[src/rtl/pipe_hazard_responder.sv]
// Consumer side of the hazard/stall handshake. It owns the PC, the fetch
// pipeline register, IF/ID and ID/EX. It applies hold and bubble requests
// and branch/jump/JR redirects, squashes wrong-path fetches for SHADOW edges
// after a redirect, and runs a consecutive-stall watchdog.
//
// Ports:
//   clk, reset                 rising-edge clock, synchronous active-high reset
//   PC_write_en                1 = PC advances, 0 = PC holds
//   IF_ID_write_en             1 = IF/ID loads, 0 = IF/ID holds
//   stall_flush                1 = inject a bubble into ID/EX
//   redirect_valid/_target     taken branch / jump / JR and its new PC
//   imem_instr                 instruction for the PC presented last cycle
//   id_ctrl                    decoded control of the IF/ID instruction
//   pc                         fetch address to imem
//   if_id_instr/_pc4/_valid    IF/ID register (instr 0 = NOP when squashed)
//   id_ex_ctrl/_valid          ID/EX register (ctrl 0 = bubble)
//   stall_timeout              sticky watchdog flag
//   bubble_count               bubble/squash counter
//
// Optional feature: define STALL_PERF_EN to build the bubble counter.
// When it is left undefined, bubble_count is tied to zero.
module pipe_hazard_responder #(
  parameter int unsigned       ADDR_W      = 32,
  parameter int unsigned       INSTR_W     = 32,
  parameter int unsigned       CTRL_W      = 16,
  parameter logic [ADDR_W-1:0] RESET_PC    = '0,
  parameter int unsigned       SHADOW      = 1,
  parameter int unsigned       STALL_LIMIT = 15
) (
  input  logic               clk,
  input  logic               reset,
  input  logic               PC_write_en,
  input  logic               IF_ID_write_en,
  input  logic               stall_flush,
  input  logic               redirect_valid,
  input  logic [ADDR_W-1:0]  redirect_target,
  input  logic [INSTR_W-1:0] imem_instr,
  input  logic [CTRL_W-1:0]  id_ctrl,
  output logic [ADDR_W-1:0]  pc,
  output logic [INSTR_W-1:0] if_id_instr,
  output logic [ADDR_W-1:0]  if_id_pc4,
  output logic               if_id_valid,
  output logic [CTRL_W-1:0]  id_ex_ctrl,
  output logic               id_ex_valid,
  output logic               stall_timeout,
  output logic [15:0]        bubble_count
);

  localparam int unsigned SW = $clog2(STALL_LIMIT + 1);

  logic [ADDR_W-1:0] fpc;          // PC whose instruction is on imem_instr
  logic              fetch_valid;  // fpc/imem_instr hold a real fetch
  logic [1:0]        shadow;       // remaining wrong-path squash edges
  logic [SW-1:0]     stall_cnt;

  logic pc_load_c;
  logic shadow_squash_c;
  logic stall_c;

  assign pc_load_c       = redirect_valid | PC_write_en;
  assign shadow_squash_c = (shadow != 2'd0) & IF_ID_write_en;
  assign stall_c         = ~PC_write_en & ~redirect_valid;

  // PC, fetch register, IF/ID, ID/EX and watchdog
  always_ff @(posedge clk) begin
    if (reset) begin
      pc            <= RESET_PC;
      fpc           <= RESET_PC;
      fetch_valid   <= 1'b0;
      if_id_instr   <= '0;
      if_id_pc4     <= '0;
      if_id_valid   <= 1'b0;
      shadow        <= 2'd0;
      id_ex_ctrl    <= '0;
      id_ex_valid   <= 1'b0;
      stall_cnt     <= '0;
      stall_timeout <= 1'b0;
    end else begin
      // A redirect outranks a stall, so PC_write_en is ignored under redirect
      if (redirect_valid)   pc <= redirect_target;
      else if (PC_write_en) pc <= pc + ADDR_W'(4);

      if (pc_load_c) begin
        fpc         <= pc;
        fetch_valid <= 1'b1;
      end

      // The first fetch after reset is not yet on imem_instr, so it loads as a NOP
      if (redirect_valid) begin
        if_id_instr <= '0;
        if_id_valid <= 1'b0;
        shadow      <= 2'(SHADOW);
      end else if (shadow_squash_c) begin
        if_id_instr <= '0;
        if_id_valid <= 1'b0;
        shadow      <= shadow - 2'd1;
      end else if (IF_ID_write_en) begin
        if_id_instr <= fetch_valid ? imem_instr : '0;
        if_id_pc4   <= fpc + ADDR_W'(4);
        if_id_valid <= fetch_valid;
      end

      if (stall_flush) begin
        id_ex_ctrl  <= '0;
        id_ex_valid <= 1'b0;
      end else begin
        id_ex_ctrl  <= if_id_valid ? id_ctrl : '0;
        id_ex_valid <= if_id_valid;
      end

      // The flag sets on the edge where the counter reaches the limit
      if (stall_c) begin
        if (stall_cnt != SW'(STALL_LIMIT)) stall_cnt <= stall_cnt + SW'(1);
        if (stall_cnt == SW'(STALL_LIMIT - 1)) stall_timeout <= 1'b1;
      end else begin
        stall_cnt <= '0;
      end
    end
  end

`ifdef STALL_PERF_EN
  logic squash_c;
  assign squash_c = redirect_valid | shadow_squash_c;

  // Flush and squash in the same cycle count once
  always_ff @(posedge clk) begin
    if (reset)                        bubble_count <= 16'h0;
    else if (stall_flush | squash_c)  bubble_count <= bubble_count + 16'd1;
  end
`else
  assign bubble_count = 16'h0;
`endif

endmodule
[config.mk]
export PLATFORM = sky130hd
export DESIGN_NAME = pipe_hazard_responder
export DESIGN_NICKNAME = d
export VERILOG_FILES = /design/src/rtl/pipe_hazard_responder.sv
export SDC_FILE = /design/constraint.sdc
export NUM_CORES = 1
export LEC_CHECK = 0
export CELL_PAD_IN_SITES_DETAIL_PLACEMENT = 2
export CELL_PAD_IN_SITES_GLOBAL_PLACEMENT = 2
export CORE_MARGIN = 5
export CORE_UTILIZATION = 27
export CTS_BUF_LIST = sky130_fd_sc_hd__clkbuf_4
export CTS_CLUSTER_SIZE = 24
export DETAILED_ROUTE_END_ITERATION = 12
export PLACE_DENSITY = 0.78
export SYNTH_ARGS = -nofsm -noshare
export SYNTH_HDL_FRONTEND = slang
export SYNTH_SLANG_ARGS = --single-unit
[constraint.sdc]
create_clock -name clk -period 2.8 [get_ports clk]
set_clock_uncertainty 0.2 [all_clocks]
set_input_delay 0.56 -clock clk [delete_from_list [all_inputs] [get_ports clk]]
set_output_delay 0.56 -clock clk [all_outputs]
set_load 0.01 [all_outputs]
=== Yosys cells after proc, flatten, opt, wreduce, memory -nomap -nowiden ===
Cells that the tools add are included.

* Register bits after elaboration: 154
* Word-level logic and storage cells: 41

* Add/subtract/negate cells: 4
* Eq/ne operators: 2
* Multiplexer cells: 5
* Bitwise operators: 8
* Reductions and logical operators: 10

{| class="wikitable"
|+ Operators with widths
! cell !! count
|-
| $mux W32 || 3
|-
| $add A32 B3 Y32 const B || 2
|-
| $reduce_bool A2 Y1 || 3
|-
| $reduce_or A2 Y1 || 3
|-
| $reduce_or A3 Y1 || 2
|-
| $not A1 Y1 || 5
|-
| $add A4 B1 Y4 const B || 1
|-
| $eq A4 B4 Y1 const B || 1
|-
| $ne A4 B4 Y1 const B || 1
|-
| $reduce_and A3 Y1 || 1
|-
| $and A1 B1 Y1 || 2
|-
| $mux W1 || 2
|-
| $reduce_and A2 Y1 || 1
|-
| $sub A2 B1 Y2 const B || 1
|-
| $or A1 B1 Y1 || 1
|}

=== Longest topological paths before layout ===
* Depth in word-level cells: 4
* Depth in mapped cells: 7
* Gate-level depth less buffers: 6

=== Worst setup path after synthesis ===
OpenSTA, ideal clock, no wires.

* Path kind: input to register
* Start: input PC_write_en
* End: register pc[24]
* Setup time: 0.091 ns
* Arrival time: 2.193 ns
* Data required time: 2.509 ns
* Path slack: 0.316 ns
* Cell stages on the path: 7
* Buffers on the path: 3
* Cells stage by stage: buf_4 nand4_1 buf_2 or4_1 buf_2 or4_1 a311oi_1

* Longest elaborated chain between the ends: 1

{| class="wikitable"
|+ Ends and longest elaborated chain
! what !! RTL line !! RTL
|-
| start, declared || 32 || <nowiki>input logic PC_write_en,</nowiki>
|-
| $reduce_bool A2 Y1 (no line) || n/a ||
|-
| end signal, assigned || 80 || <nowiki>if (redirect_valid) pc <= redirect_target;</nowiki>
|-
| end signal, assigned || 81 || <nowiki>else if (PC_write_en) pc <= pc + ADDR_W'(4);</nowiki>
|-
| end, declared || 39 || <nowiki>output logic [ADDR_W-1:0] pc,</nowiki>
|}

Every way passes these cells.
A chain may end at the register's enable or synchronous reset.

=== Worst setup path in the final report ===
* Start: register pc[24]
* End: output pc[24]

No word-level cell between the ends.

==> reports/qor.csv <==
stage,metric,value,unit
die,rows,57,
cts,cts_tree,built,
cts,cts_buffer_depth,2,
power_and_ir_drop,ir_drop,0.257,mV
placed_design,gp_congestion,0.745,
timing,fin_crit,2.54,ns
timing,setup_viol,0,
status,outcome,finished clean,
timing,max_freq,393,MHz
global_routing,antenna_found_initial,1,
finish,mostFrequentLayoutCells,"198 x clkdlybuf4s50_1, 154 x dfxtp_1, 101 x nand2_1",
drt,wl_met1,11200,um
global_routing,grt_pass1_vias,7067,
setup_path,required,2.04,ns
finish,synthToLayoutAreaGrowth,39.9,%
global_routing,grt_max_degree,47,
cts,clock-sinks,154,
die,core-area,0.0244,mm^2
synth,syn_area_per_cell,8.40,um^2
global_routing,grt_pass1_wl,39300,um
power_and_ir_drop,p_total,4.54,mW
timing,tns,0,ns
drt,routed_wl,24700,um
drt,ant_nets,0,
cts,htreeDepth,4,
timing,rsz0062_at_grt,no,
die,initial_utilization,27.5,%
setup_path,critPathBufInv,1,
die,io-pin-count,217,
timing,hold_slack,0.198,ns
setup_path,worstSetupStartpointType,flop,
synth,ys_types,45,
finish,drive_above_1_share,6.98,%
die,die-height,168,um
global_routing,overflow,0,
cts,cts_buffers,17,
min_path,hold_class,input port to flop,
synth,syn_inst,799,
timing,fin_crit_sh,90.9,%
flow_run,drv_cap,0,
setup_path,r2r_slack,0.36,ns
drt,num_vias,6654,
timing,slew_headroom,50.1,%
cts,clk_latency,0.57,ns
drt,wl_met3,578,um
drt,drtPass1Iterations,4,
min_path,holdPathEnd,pc[4]$_SDFFE_PP0N_,
cts,cts-root-buf,clkbuf_4,
synth,yosysSeqAreaShare,46.0,%
placed_design,placedCellCount,1295,
placed_design,hpwlAfterDp,18700,um
cts,path_clk_slew,0.15,ns
setup_path,r2r_cells,5,
finish,final_common_cell,clkdlybuf4s50_1,
drt,viasPerCell,5.01,
die,die-area,0.0281,mm^2
synth,ys.flop_type,dfxtp_1,
cts,cts_resized,0,
setup_path,endpoint_kind,primary output,
drt,drc_errors,0,
drt,first_iter_violations,275,
finish,fin_cells,1328,
power_and_ir_drop,p_leak,3.23,nW
min_path,min-delay-start,redirect_valid,
cts,cts_setup_buffers,0,
synth,synthesis.area,0.00671,mm^2
synth,ys_ff_latch,154,
drt,wl_per_cell,18.6,um
drt,route.met2.wl,12400,um
power_and_ir_drop,power_density,484,mW/mm^2
finish,nNetsFinal,1081,
placed_design,portBuffers,200,
synth,synthArstFlopShare,0,%
die,die_x,168,um
setup_path,cp_slowest_cell,clkdlybuf4s50_1,
setup_path,critPathMaxFanout,7,
setup_path,r2r_end,pc[16]$_SDFFE_PP0N_,
setup_path,worstPathArrival,1.78,ns
timing,hold_violations,0,
cts,hold_buffers,0,
synth,synth_edf_count,0,
synth,yosysWarnings,0,
setup_path,crit_chain,clkdlybuf4s50_1,
min_path,whs_path_depth,3,
timing,final-max-slew-violation-count,0,
global_routing,grt_usage,17.2,%
setup_path,crit_family,buffers and inverters,
setup_path,criticalPathCategory,flop to primary output,
timing,worst_pin_slew,0.742,ns
drt,top_layer_used,met4,
setup_path,cp_slowest_stage_delay,0.63,ns
setup_path,timing.rr.start,pc[8]$_SDFFE_PP0N_,
[kinds of logic (layout without fill, tap and decap cells)]
logic type	after synthesis	after routing	synth area share, %
multiplexers	3	3	0.448
adder cells (fa/ha/maj)	5	5	0.932
other	1	17	0.0559
buffers and inverters	93	282	6.23
XOR/XNOR	22	22	2.87
flip-flops	154	154	46.0
AO/OA/AOI/OAI	167	167	17.4
AND/OR/NAND/NOR	354	354	26.1
[synth_stat cells, types with 15 or more instances]
cell      number  area share, %
dfxtp_1      154             46
nand2_1      101            5.7
nor2_1       100            5.6
clkbuf_1      49            2.7
a21oi_1       43            3.2
a22oi_1       32            3.6
a211oi_1      25            2.8
and2_1        22            2.1
a311oi_1      21            2.7
inv_1         20            1.1
nand3_1       19            1.4
nand4_1       19            1.8
and4_1        17            2.2
buf_4         17            1.9
nor3_1        16            1.2
or3_1         15            1.4
[through the flow]
stage / utilization, % / worst slack (ns) / instance area, um^2
floorplan: - / 0.316 / 6770
global placement: 37.2 / 0.0122 / 9080
detailed placement: 37.2 / -0.0664 / 9080
CTS: 38.5 / 0.236 / 9380
global route: 38.5 / 0.176 / 9390
finish: 38.5 / 0.255 / 9390
[how the worst max path moves through the flow]
stage	start	to	slack [ns]	cells after the start
finish	pc[24]$_SDFFE_PP0N_	pc[24]	0.26	1
global route	pc[8]$_SDFFE_PP0N_	pc[16]$_SDFFE_PP0N_	0.18	5
CTS	pc[19]$_SDFFE_PP0N_	pc[19]	0.24	1
detailed placement	PC_write_en	pc[16]$_SDFFE_PP0N_	-0.07	6
global placement	PC_write_en	pc[21]$_SDFFE_PP0N_	0.01	5
floorplan	PC_write_en	pc[24]$_SDFFE_PP0N_	0.32	7
[layer usage]
layer	vias up	track usage, %
met5	-	0
met4	0	5.82
met3	29	2.69
met2	109	29.7
met1	3294	21.9
li1	3222	-
[flip-flops by register name, summed over array words and instances, names as in the netlist]
name	cells
fetch_valid	1
fpc	32
id_ex_ctrl	16
id_ex_valid	1
if_id_instr	32
if_id_pc4	32
if_id_valid	1
pc	32
shadow	2
stall_cnt	4
stall_timeout	1
[report_power, final]
group / switching (mW) / total [mW] / internal [mW] / leakage (nW)
Sequential: 0.121 / 2.41 / 2.29 / 1.26
Combinational: 0.305 / 0.641 / 0.336 / 1.81
Clock: 0.927 / 1.49 / 0.564 / 0.159
Total: 1.35 / 4.54 / 3.19 / 3.23
[final cells by class]
class | count | area (um^2)
flip-flops and latches | 154 | 3080
diodes | 1 | 2.50
inverters | 21 | 78.8
clock buffers | 17 | 128
well taps | 324 | 405
clock inverters | 15 | 176
multi-input cells | 567 | 3270
fillers | 2729 | 15000
repair buffers | 229 | 2240
(Power assumes the default switching activity.)
